===== config.mk =====
export PLATFORM = sky130hd
export DESIGN_NAME = instr_encoder
export DESIGN_NICKNAME = d
export VERILOG_FILES = /design/src/rtl/instr_encoder.sv
export SDC_FILE = /design/constraint.sdc
export NUM_CORES = 1
export LEC_CHECK = 0
export ABC_CLOCK_PERIOD_IN_PS = 2800
export CAP_MARGIN = 30
export CELL_PAD_IN_SITES_DETAIL_PLACEMENT = 1
export CELL_PAD_IN_SITES_GLOBAL_PLACEMENT = 2
export CORE_MARGIN = 8
export CORE_UTILIZATION = 30
export DETAILED_ROUTE_END_ITERATION = 6
export PLACE_DENSITY_LB_ADDON = 0.1
export SLEW_MARGIN = 25
export SYNTH_ARGS = -nofsm -noshare
export SYNTH_HDL_FRONTEND = slang
export SYNTH_SLANG_ARGS = --single-unit

===== constraint.sdc =====
create_clock -name clk -period 2.8 [get_ports clk]
set_input_delay 0.56 -clock clk [delete_from_list [all_inputs] [get_ports clk]]
set_output_delay 0.56 -clock clk [all_outputs]
set_load 0.005 [all_outputs]

===== src/rtl/instr_encoder.sv =====
// Assembly-to-machine-word encoder: validates operand windows, encodes into a
// 9-bit word and streams legal words to instruction memory at sequential addresses.
module instr_encoder #(
  parameter int instr_width = 9,
  parameter int num_regs    = 12,
  parameter int imem_depth  = 256,
  parameter int addr_width  = 8
) (
  input  logic                   clk,
  input  logic                   rst_n,
  input  logic                   clear,
  input  logic                   in_valid,
  output logic                   in_ready,
  input  logic [3:0]             in_mnem,
  input  logic [3:0]             in_rd,
  input  logic [3:0]             in_rs,
  input  logic [3:0]             in_rt,
  input  logic [7:0]             in_imm,
  output logic                   out_valid,
  input  logic                   out_ready,
  output logic [addr_width-1:0]  out_addr,
  output logic [instr_width-1:0] out_instr,
  output logic                   err,
  output logic [1:0]             err_code,
  output logic                   halted,
  output logic                   full
);

  typedef enum logic [1:0] {
    st_run  = 2'd0,
    st_halt = 2'd1,
    st_full = 2'd2
  } state_t;

  localparam logic [instr_width-1:0] done_word = 9'b111_000_011;
  localparam logic [addr_width-1:0]  last_addr = addr_width'(imem_depth - 1);

  function automatic logic in_rng(input logic [3:0] x, input logic [3:0] lo, input logic [3:0] hi);
    return (x >= lo) && (x <= hi);
  endfunction

  // Returns {err_code, word}; err_code 0 means the instruction is legal.
  function automatic logic [instr_width+1:0] encode(
    input logic [3:0] mnem,
    input logic [3:0] rd,
    input logic [3:0] rs,
    input logic [3:0] rt,
    input logic [7:0] imm
  );
    logic [1:0]             code;
    logic [instr_width-1:0] word;
    logic [2:0]             rd_m1;
    logic [2:0]             rs_m5;
    code  = 2'd0;
    word  = {instr_width{1'b0}};
    rd_m1 = 3'(rd - 4'd1);
    rs_m5 = 3'(rs - 4'd5);
    case (mnem)
      4'd0, 4'd1, 4'd2: begin
        if (in_rng(rs, 4'd4, 4'd7) && rt <= 4'd3 && rd == 4'd11) word = {3'b000, rs[1:0], rt[1:0], mnem[1:0]};
        else code = 2'd1;
      end
      4'd3: begin
        if (rs <= 4'd3 && in_rng(rt, 4'd8, 4'd11)) word = {3'b000, rs[1:0], rt[1:0], 2'b11};
        else code = 2'd1;
      end
      4'd4: begin
        if (in_rng(rd, 4'd4, 4'd7) && rt <= 4'd3) word = {3'b001, rd[1:0], rt[1:0], 2'b00};
        else code = 2'd1;
      end
      4'd5: begin
        if (in_rng(rs, 4'd4, 4'd7) && rt <= 4'd3) word = {3'b001, rs[1:0], rt[1:0], 2'b01};
        else code = 2'd1;
      end
      4'd6, 4'd7: begin
        if (rd < 4'(num_regs)) word = {3'b001, rd, 1'b1, mnem[0]};
        else code = 2'd1;
      end
      4'd8, 4'd10: begin
        if (in_rng(rs, 4'd4, 4'd7) && rt <= 4'd3 && in_rng(rd, 4'd8, 4'd11))
          word = {(mnem == 4'd8) ? 3'b010 : 3'b100, rs[1:0], rt[1:0], rd[1:0]};
        else code = 2'd1;
      end
      4'd9: begin
        if (!(in_rng(rd, 4'd8, 4'd11) && rs <= 4'd3)) code = 2'd1;
        else if (imm > 8'd3) code = 2'd2;
        else word = {3'b011, rd[1:0], rs[1:0], imm[1:0]};
      end
      4'd11: begin
        if (in_rng(rd, 4'd1, 4'd8) && in_rng(rs, 4'd5, 4'd11)) word = {3'b101, rd_m1, rs_m5};
        else code = 2'd1;
      end
      4'd12: begin
        if (imm[7:6] == {imm[5], imm[5]}) word = {3'b110, imm[5:0]};
        else code = 2'd2;
      end
      4'd13, 4'd14: begin
        if (in_rng(rs, 4'd4, 4'd7) && rt <= 4'd3 && rd == rs) word = {3'b111, rs[1:0], rt[1:0], 1'b0, ~mnem[0]};
        else code = 2'd1;
      end
      4'd15: begin
        if (imm[7:1] != 7'd0) code = 2'd3;
        else if (imm[0]) word = done_word;
        else if (in_rng(rs, 4'd4, 4'd7) && rt <= 4'd3 && rd == rs) word = {3'b111, rs[1:0], rt[1:0], 2'b10};
        else code = 2'd1;
      end
      default: code = 2'd0;
    endcase
    return {code, word};
  endfunction

  state_t                 state_r, state_next_s;
  logic                   in_ready_s;
  logic                   out_valid_r, err_r, halted_r, full_r;
  logic [addr_width-1:0]  out_addr_r;
  logic [instr_width-1:0] out_instr_r, enc_word_s;
  logic [1:0]             err_code_r, enc_code_s;
  logic                   accept_s, wr_s, last_s, done_wr_s;

  assign accept_s  = in_valid && in_ready_s;
  assign wr_s      = out_valid_r && out_ready;
  assign last_s    = (out_addr_r == last_addr);
  assign done_wr_s = wr_s && (out_instr_r == done_word);

  // Combinational encode of the presented instruction fields
  always_comb begin
    {enc_code_s, enc_word_s} = encode(in_mnem, in_rd, in_rs, in_rt, in_imm);
  end

  // State register
  always_ff @(posedge clk or negedge rst_n) begin
    if (!rst_n) state_r <= st_run;
    else        state_r <= state_next_s;
  end

  // Next-state logic: terminal states are left only through clear
  always_comb begin
    state_next_s = state_r;
    if (clear) begin
      state_next_s = st_run;
    end else begin
      case (state_r)
        st_run: begin
          if (done_wr_s)           state_next_s = st_halt;
          else if (wr_s && last_s) state_next_s = st_full;
          else                     state_next_s = st_run;
        end
        st_halt, st_full: state_next_s = state_r;
        default:          state_next_s = st_run;
      endcase
    end
  end

  // Output logic: accept only while running with the output slot free or draining
  always_comb begin
    in_ready_s = (state_r == st_run) && (!out_valid_r || out_ready) && !clear;
  end

  // Output register, address counter and status flags
  always_ff @(posedge clk or negedge rst_n) begin
    if (!rst_n) begin
      out_valid_r <= 1'b0;
      out_addr_r  <= {addr_width{1'b0}};
      out_instr_r <= {instr_width{1'b0}};
      err_r       <= 1'b0;
      err_code_r  <= 2'd0;
      halted_r    <= 1'b0;
      full_r      <= 1'b0;
    end else if (clear) begin
      out_valid_r <= 1'b0;
      out_addr_r  <= {addr_width{1'b0}};
      err_r       <= 1'b0;
      halted_r    <= 1'b0;
      full_r      <= 1'b0;
    end else begin
      err_r <= accept_s && (enc_code_s != 2'd0);
      if (accept_s && enc_code_s != 2'd0) err_code_r <= enc_code_s;
      if (accept_s && enc_code_s == 2'd0) out_instr_r <= enc_word_s;
      // The last address holds rather than wrapping; FULL blocks further writes
      if (wr_s && !last_s) out_addr_r <= out_addr_r + {{(addr_width-1){1'b0}}, 1'b1};
      if (done_wr_s) halted_r <= 1'b1;
      if (wr_s && last_s) full_r <= 1'b1;
      if (state_next_s != st_run)              out_valid_r <= 1'b0;
      else if (accept_s && enc_code_s == 2'd0) out_valid_r <= 1'b1;
      else if (wr_s)                           out_valid_r <= 1'b0;
    end
  end

  assign in_ready  = in_ready_s;
  assign out_valid = out_valid_r;
  assign out_addr  = out_addr_r;
  assign out_instr = out_instr_r;
  assign err       = err_r;
  assign err_code  = err_code_r;
  assign halted    = halted_r;
  assign full      = full_r;

endmodule


==> results of run 1 <==
report_power, final:
| group | internal, W | switching, W | total (W) |
|---|---|---|---|
| logic | 0.000193 | 0.000140 | 0.000333 |
| registers | 0.000389 | 0.0000250 | 0.000414 |
| clock network | 0.000102 | 0.000110 | 0.000211 |
| total | 0.000683 | 0.000274 | 0.000957 |
repair_timing:
| action | CTS | global route |
|---|---|---|
| hold buffers | 0 | 0 |
| pin swaps | 0 | 3 |
| gates cloned | 0 | 0 |
| gates resized for setup | 2 | 7 |
| setup endpoints to repair | 10 | 10 |
| hold endpoints to repair | 0 | 0 |
| setup buffers | 0 | 1 |
cell families (layout without fill, tap and decap cells):
| kind of cell | after synthesis | count (layout) | share of synthesized area (%) |
|---|---|---|---|
| buffers and inverters | 21 | 134 | 4.803 |
| flip-flops | 25 | 25 | 31.19 |
| multiplexers | 4 | 4 | 2.745 |
| XOR/XNOR | 13 | 13 | 5.677 |
| AO/OA/AOI/OAI | 53 | 53 | 18.28 |
| AND/OR/NAND/NOR | 116 | 116 | 32.31 |
| adder cells (fa/ha/maj) | 8 | 8 | 4.991 |
per-layer routing:
metal  routed length (um)  share of wire (%)  global-route usage [%]  vias to the layer above
met5                    0                  0                       0                        -
met4                   70               0.95                   3.837                        0
li1                     -                  -                       -                     1112
met1                 3279                 44                   18.24                     1082
met3                  275                3.7                   2.347                        4
met2                 3742                 51                   27.57                       44
flip-flops by register name, summed over array words and instances (netlist names):
signal and cells:
err_code 2, out_addr 8, full 1, state_r 2, halted 1, err 1, out_valid 1, out_instr 9
synthesized netlist by cell type (4+ instances only):
cell type,number,area (sq um)
a21oi_1,10,50.05
o21ai_0,12,60.06
nand4_1,8,50.05
xor2_1,6,52.55
inv_1,12,45.04
ha_1,8,100.1
clkbuf_1,5,18.77
nand2b_1,10,62.56
nor3_1,8,40.04
xnor2_1,7,61.31
nor2_1,26,97.59
dfrtp_1,25,625.6
nand2_1,22,82.58
nand3_1,7,35.03
o22ai_1,4,25.02
nor4_1,9,56.30
nor2b_1,5,31.28
how the worst max path moves through the flow:
| stage | start | endpoint | slack, ns | depth (start not counted) |
|---|---|---|---|---|
| after floorplan | in_rd[3] | out_instr[2]$_DFFE_PN0P_ | 0.23 | 8 |
| after global placement | in_imm[2] | out_instr[2]$_DFFE_PN0P_ | -0.35 | 8 |
| after detailed placement | in_imm[2] | out_instr[4]$_DFFE_PN0P_ | -0.38 | 9 |
| after CTS | in_imm[2] | out_instr[4]$_DFFE_PN0P_ | 0.03 | 9 |
| after global routing | in_rs[2] | out_instr[0]$_DFFE_PN0P_ | -0.0009 | 8 |
| final | in_rd[1] | out_instr[3]$_DFFE_PN0P_ | 0.11 | 11 |
tightest hold or removal path: stages, from the launching register on:
cell     delay [ns]
dfrtp_1        0.35
nand2_1        0.05
o21ai_0        0.06
metrics by stage:
stage	cell area, sq um	TNS (ns)	total power (W)
5_1_grt	3174	-0.0008766	0.001014
6_report	3174	0	0.0009573
2_1_floorplan	2006	0	0.0005324
4_1_cts	3122	0	0.0009624
3_3_place_gp	3063	-3.258	0.0007422
3_5_place_dp	3063	-3.613	0.0007506
area by class of cell:
cell class                 count  area share, %
inverter                      12          1.419
tap                           80          3.153
clock buffer                   4          1.419
sequential                    25          19.71
timing repair buffer         118          32.01
multi-input combinational    194          42.29
==> impl_results.md, run 1 <==
- Largest net degree at the start of global routing: 26
- Initial core utilization: 30.19%
- Share of cells above drive strength 1: 24.65%
- PnR worst setup slack: 0.1078 ns
- Finished Layout Cells: 433
- Routed wire length: 7369 um
- Post-Syn Area: 2006 sq um
- Status: completed
- Vias in the first global route: 2434
- Num rows: 30
- Die X: 97.77 um
- Cts bufs inserted: 3
- Worst flop-to-flop path startpoint: out_valid$_DFFE_PN0P_
- Maximum vdd drop: 0.1371 mV
- Cells along the critical path: clkdlybuf4s50_1 -> inv_1 -> ha_1 -> or4b_2 -> nand3_1 -> nor2_1 -> nand2_1 -> buf_4 -> buf_4 -> o2111ai_1 -> mux2_4
- DP Worst Slack: -0.3846 ns
- Core ar.: 6644 sq um
- Area of the multi-input gates: 1343 sq um
- CTS Buffer Depth: 2
- Startpoint types: primary input
- Required time worst endpoint: 2.95 ns
- Syn Area/Cell: 8.357 sq um
- Syn Inst Count: 240
- Via count: 2242
- Total Routing Usage GR: 15.25%
- Port-buffer cells: 52
- Max Clk Rate: 371.4 MHz
- Crit path kind: in2reg
- Yosys Warn Count: 0
- Hold depth: 2
- Post-route ant nets: 0
- R2r worst-path depth: 7
- Worst slew pin tran: 0.4871 ns
- Clk_skew: 0.002571 ns
- Clock sink total: 25
- Hold Startpoint: err_code[0]$_DFFE_PN0P_
- # nets final: 391
- Slew Limit Fails: 0
- FF+latch area: 625.6 sq um
- WL per Instance: 17.02 um
- Drt first pass iters: 4
- Most frequent CP cell: buf_4
- Dominant synthesized flop cell: dfrtp_1
- Final setup viols: 0
- Finished Core Util: 47.78%
- Hold WS: 0.4988 ns
- Worst r2r dst: out_instr[4]$_DFFE_PN0P_
- Commonest non-fill, non-tap cell in the layout: buf_4
- Area of the die: 9558 sq um
- Yosys cell types: 58
- Worst Path Max Fanout: 4
- Max_cap viols: 0
- Clock-pin slew on the worst setup and hold paths: 0.09 ns
- Post-synthesis net count: 277
- Minimum clock period after layout: 2.692 ns
- Slew margin rel.: 67.23%
- RePlAce Congestion: 0.9190
- Critical Path AT: 2.85 ns
- Htree depth: 1
- N_diodes: 0
- Total grt overflow: 0
- Crit. End Element: register
- Hold endpoint: err_code[0]$_DFFE_PN0P_
- FILL cells: 818
- Residual DRC: 0
- Drt initial violations: 48
- Root buf cell: clkbuf_8
- Hold crit path type: reg2reg
- First-pass GRT wire length: 12120 um
- Number of flops mapped to enable cells by yosys: 0
- Die height: 97.77 um
- IO Pins: 53
- Post-DP HPWL: 6294 um
- Pwr Density: 301.6 nW/um^2
- Worst skew pair latency: 0.26 ns
- Most frequent cells in the layout: buf_4 (66), clkdlybuf4s50_1 (52), nor2_1 (26)
- RSZ-0062 raised after global routing: true
- TritonCTS clock tree: yes
- Number of vias per cell: 5.178
- Crit path buffers/inverters: 4
- Register area share after synthesis: 31.19%
- Placed cell count: 428
- Synth-to-Final Area Change: 58.27%
- Slowest CP cell: or4b_2
- Synth async-reset ratio: 100.0%
- Worst path top cell family by delay: simple AND/OR/NAND/NOR gates
- Reg2Reg Setup Slack: 0.97 ns
- Final period utilization: 96.15%
- Synth Register Bits: 25
- Leakage: 1.352 nW
- CP max stage delay: 0.61 ns
- Antenna violations before repair: 0
- Final Hold Violating Endpoints: 0
No activity file was read; power rests on OpenSTA's default activity.
==> run 2, diff against run 1 <==
--- a/config.mk
+++ b/config.mk
@@ -5,14 +5,15 @@
 export SDC_FILE = /design/constraint.sdc
 export NUM_CORES = 1
 export LEC_CHECK = 0
-export ABC_CLOCK_PERIOD_IN_PS = 2800
+export ABC_CLOCK_PERIOD_IN_PS = 3000
 export CAP_MARGIN = 30
 export CELL_PAD_IN_SITES_DETAIL_PLACEMENT = 1
 export CELL_PAD_IN_SITES_GLOBAL_PLACEMENT = 2
 export CORE_MARGIN = 8
-export CORE_UTILIZATION = 30
+export CORE_UTILIZATION = 28
 export DETAILED_ROUTE_END_ITERATION = 6
 export PLACE_DENSITY_LB_ADDON = 0.1
+export SETUP_SLACK_MARGIN = 0.15
 export SLEW_MARGIN = 25
 export SYNTH_ARGS = -nofsm -noshare
 export SYNTH_HDL_FRONTEND = slang
==> constraint.sdc (replaced) <==
create_clock -name clk -period 3 [get_ports clk]
set_input_delay 0.6 -clock clk [delete_from_list [all_inputs] [get_ports clk]]
set_output_delay 0.6 -clock clk [all_outputs]
set_load 0.005 [all_outputs]
==> impl_results.md, run 2 (synthesized netlist as in run 1, its figures left out) <==
- # nets final: 373 (-4.6%)
- Most frequent cells in the layout: clkdlybuf4s50_1 (52), buf_4 (48), nor2_1 (26)
- TritonCTS clock tree: yes
- Critical Path AT: 2.90 ns (+0.05 ns)
- Clock sink total: 25 (unchanged)
- Finished Layout Cells: 434 (+0.23%)
- Die height: 100.6 um (+2.9%)
- Antenna violations before repair: 0 (unchanged)
- Total grt overflow: 0 (unchanged)
- Placed cell count: 430 (+0.47%)
- Crit path buffers/inverters: 2 (-2)
- Worst Path Max Fanout: 3 (-1)
- Crit path kind: in2reg
- Port-buffer cells: 52 (unchanged)
- Core ar.: 7098 sq um (+6.8%)
- FF+latch area: 625.6 sq um (unchanged)
- Initial core utilization: 28.26% (-1.9 points)
- Total Routing Usage GR: 14.04% (-1.2 points)
- Max_cap viols: 0 (unchanged)
- Vias in the first global route: 2278 (-6.4%)
- Cells along the critical path: clkdlybuf4s50_1 -> inv_1 -> ha_1 -> or4b_2 -> nand3_1 -> nor2_1 -> nand2_1 -> o221ai_1 -> a221o_1 -> mux2_4
- RSZ-0062 raised after global routing: true
- RePlAce Congestion: 0.8080 (-12%)
- Maximum vdd drop: 0.1242 mV (-9.4%)
- CP max stage delay: 0.60 ns (about the same)
- Minimum clock period after layout: 2.744 ns
- Crit. End Element: register
- Share of cells above drive strength 1: 19.40% (-5.2 points)
- Max Clk Rate: 364.4 MHz
- Post-route ant nets: 0 (unchanged)
- Drt first pass iters: 4 (unchanged)
- Startpoint types: primary input
- First-pass GRT wire length: 11540 um (-4.8%)
- Hold crit path type: reg2reg
- Via count: 2145 (-4.3%)
- Status: completed
- Leakage: 1.262 nW (-6.6%)
- IO Pins: 53 (unchanged)
- Num rows: 31 (+3.3%)
- N_diodes: 0 (unchanged)
- Post-DP HPWL: 5993 um (-4.8%)
- Worst slew pin tran: 0.5584 ns (+0.07132 ns)
- Slew margin rel.: 62.77% (-4.5 points)
- Worst path top cell family by delay: simple AND/OR/NAND/NOR gates
- Area of the die: 10130 sq um (+6.0%)
- WL per Instance: 16.03 um (-5.8%)
- Final period utilization: 91.46%
- Max reg flops: 9 (unchanged)
- Final setup viols: 0 (unchanged)
- Clk_skew: 0.002278 ns (-0.0002934 ns)
- Finished Core Util: 42.62% (-5.2 points)
- Pwr Density: 286.0 nW/um^2 (-5.2%)
- Slowest CP cell: or4b_2
- Synth-to-Final Area Change: 50.84%
- Slew Limit Fails: 0 (unchanged)
- Root buf cell: clkbuf_8
- Residual DRC: 0 (unchanged)
- Cts bufs inserted: 3 (unchanged)
- Required time worst endpoint: 3.15 ns (+0.20 ns)
- Die X: 100.6 um (+2.9%)
- Htree depth: 1 (unchanged)
- Worst skew pair latency: 0.26 ns (about the same)
- Final Hold Violating Endpoints: 0 (unchanged)
- Largest net degree at the start of global routing: 26 (unchanged)
- FILL cells: 877 (+7.2%)
- Drt initial violations: 57 (+19%)
- CTS Buffer Depth: 2 (unchanged)
- Clock-pin slew on the worst setup and hold paths: 0.08 ns (about the same)
- Number of vias per cell: 4.942 (-4.5%)
- Area of the multi-input gates: 1305 sq um (-2.8%)
- Commonest non-fill, non-tap cell in the layout: clkdlybuf4s50_1
- Routed wire length: 6957 um (-5.6%)
run 2: worst min-delay path: stages (launching register included):
cell	delay [ns]
dfrtp_1	0.36
nand2_1	0.05
o21ai_0	0.05
run 2: worst paths after layout:
path                            slack [ns]                  endpoint  cells past startpoint                    start
worst min-delay path                  0.50   err_code[0]$_DFFE_PN0P_                      2  err_code[0]$_DFFE_PN0P_
worst min register to register        0.50   err_code[0]$_DFFE_PN0P_                      2  err_code[0]$_DFFE_PN0P_
min in group asynchronous             0.69   out_addr[4]$_DFFE_PN0P_                      2                    rst_n
worst max register to register        1.15   out_addr[5]$_DFFE_PN0P_                      7  out_addr[2]$_DFFE_PN0P_
max in group asynchronous             2.06          full$_DFFE_PN0P_                      2                    rst_n
worst max-delay path                  0.26  out_instr[5]$_DFFE_PN0P_                     10                 in_rd[1]
run 2: what timing repair did:
action	CTS	global route
hold endpoints to repair	0	0
buffers inserted	0	0
endpoints found under the setup margin	0	9
hold buffers	0	0
resized for setup	0	4
run 2: routing by layer:
metal | up-vias | GRT usage [%] | wire length (um)
met5 | - | 0 | 0
met4 | 0 | 4.651 | 87
met3 | 4 | 1.243 | 188
met2 | 32 | 25.42 | 3583
met1 | 1033 | 16.84 | 3098
li1 | 1076 | - | -
run 2: cell type report:
| cell class | count | share of cell area [%] |
|---|---|---|
| multi-input cells | 194 | 43.13 |
| repair buffers | 100 | 29.11 |
| flip-flops and latches | 25 | 20.68 |
| well taps | 99 | 4.094 |
| clock buffers | 4 | 1.489 |
| inverters | 12 | 1.489 |
run 2: metrics by stage:
step / area, sq um / worst slack (ns) / hold slack (ns) / TNS, ns / total power (W)
2_1_floorplan: 2006 / 0.3913 / 0.3044 / 0 / 0.0004969
3_3_place_gp: 2959 / -0.003738 / 0.4782 / -0.003738 / 0.0006770
3_5_place_dp: 2959 / -0.04014 / 0.4920 / -0.1767 / 0.0006806
4_1_cts: 3004 / 0.2458 / 0.5061 / 0 / 0.0008791
5_1_grt: 3025 / 0.1347 / 0.5146 / 0 / 0.0009166
6_report: 3025 / 0.2561 / 0.4950 / 0 / 0.0008651
run 2: where the power goes:
group | internal (W) | switching, W
registers | 0.000363 | 0.0000234
clock network | 0.0000948 | 0.0000997
logic | 0.000165 | 0.000119
total | 0.000623 | 0.000243
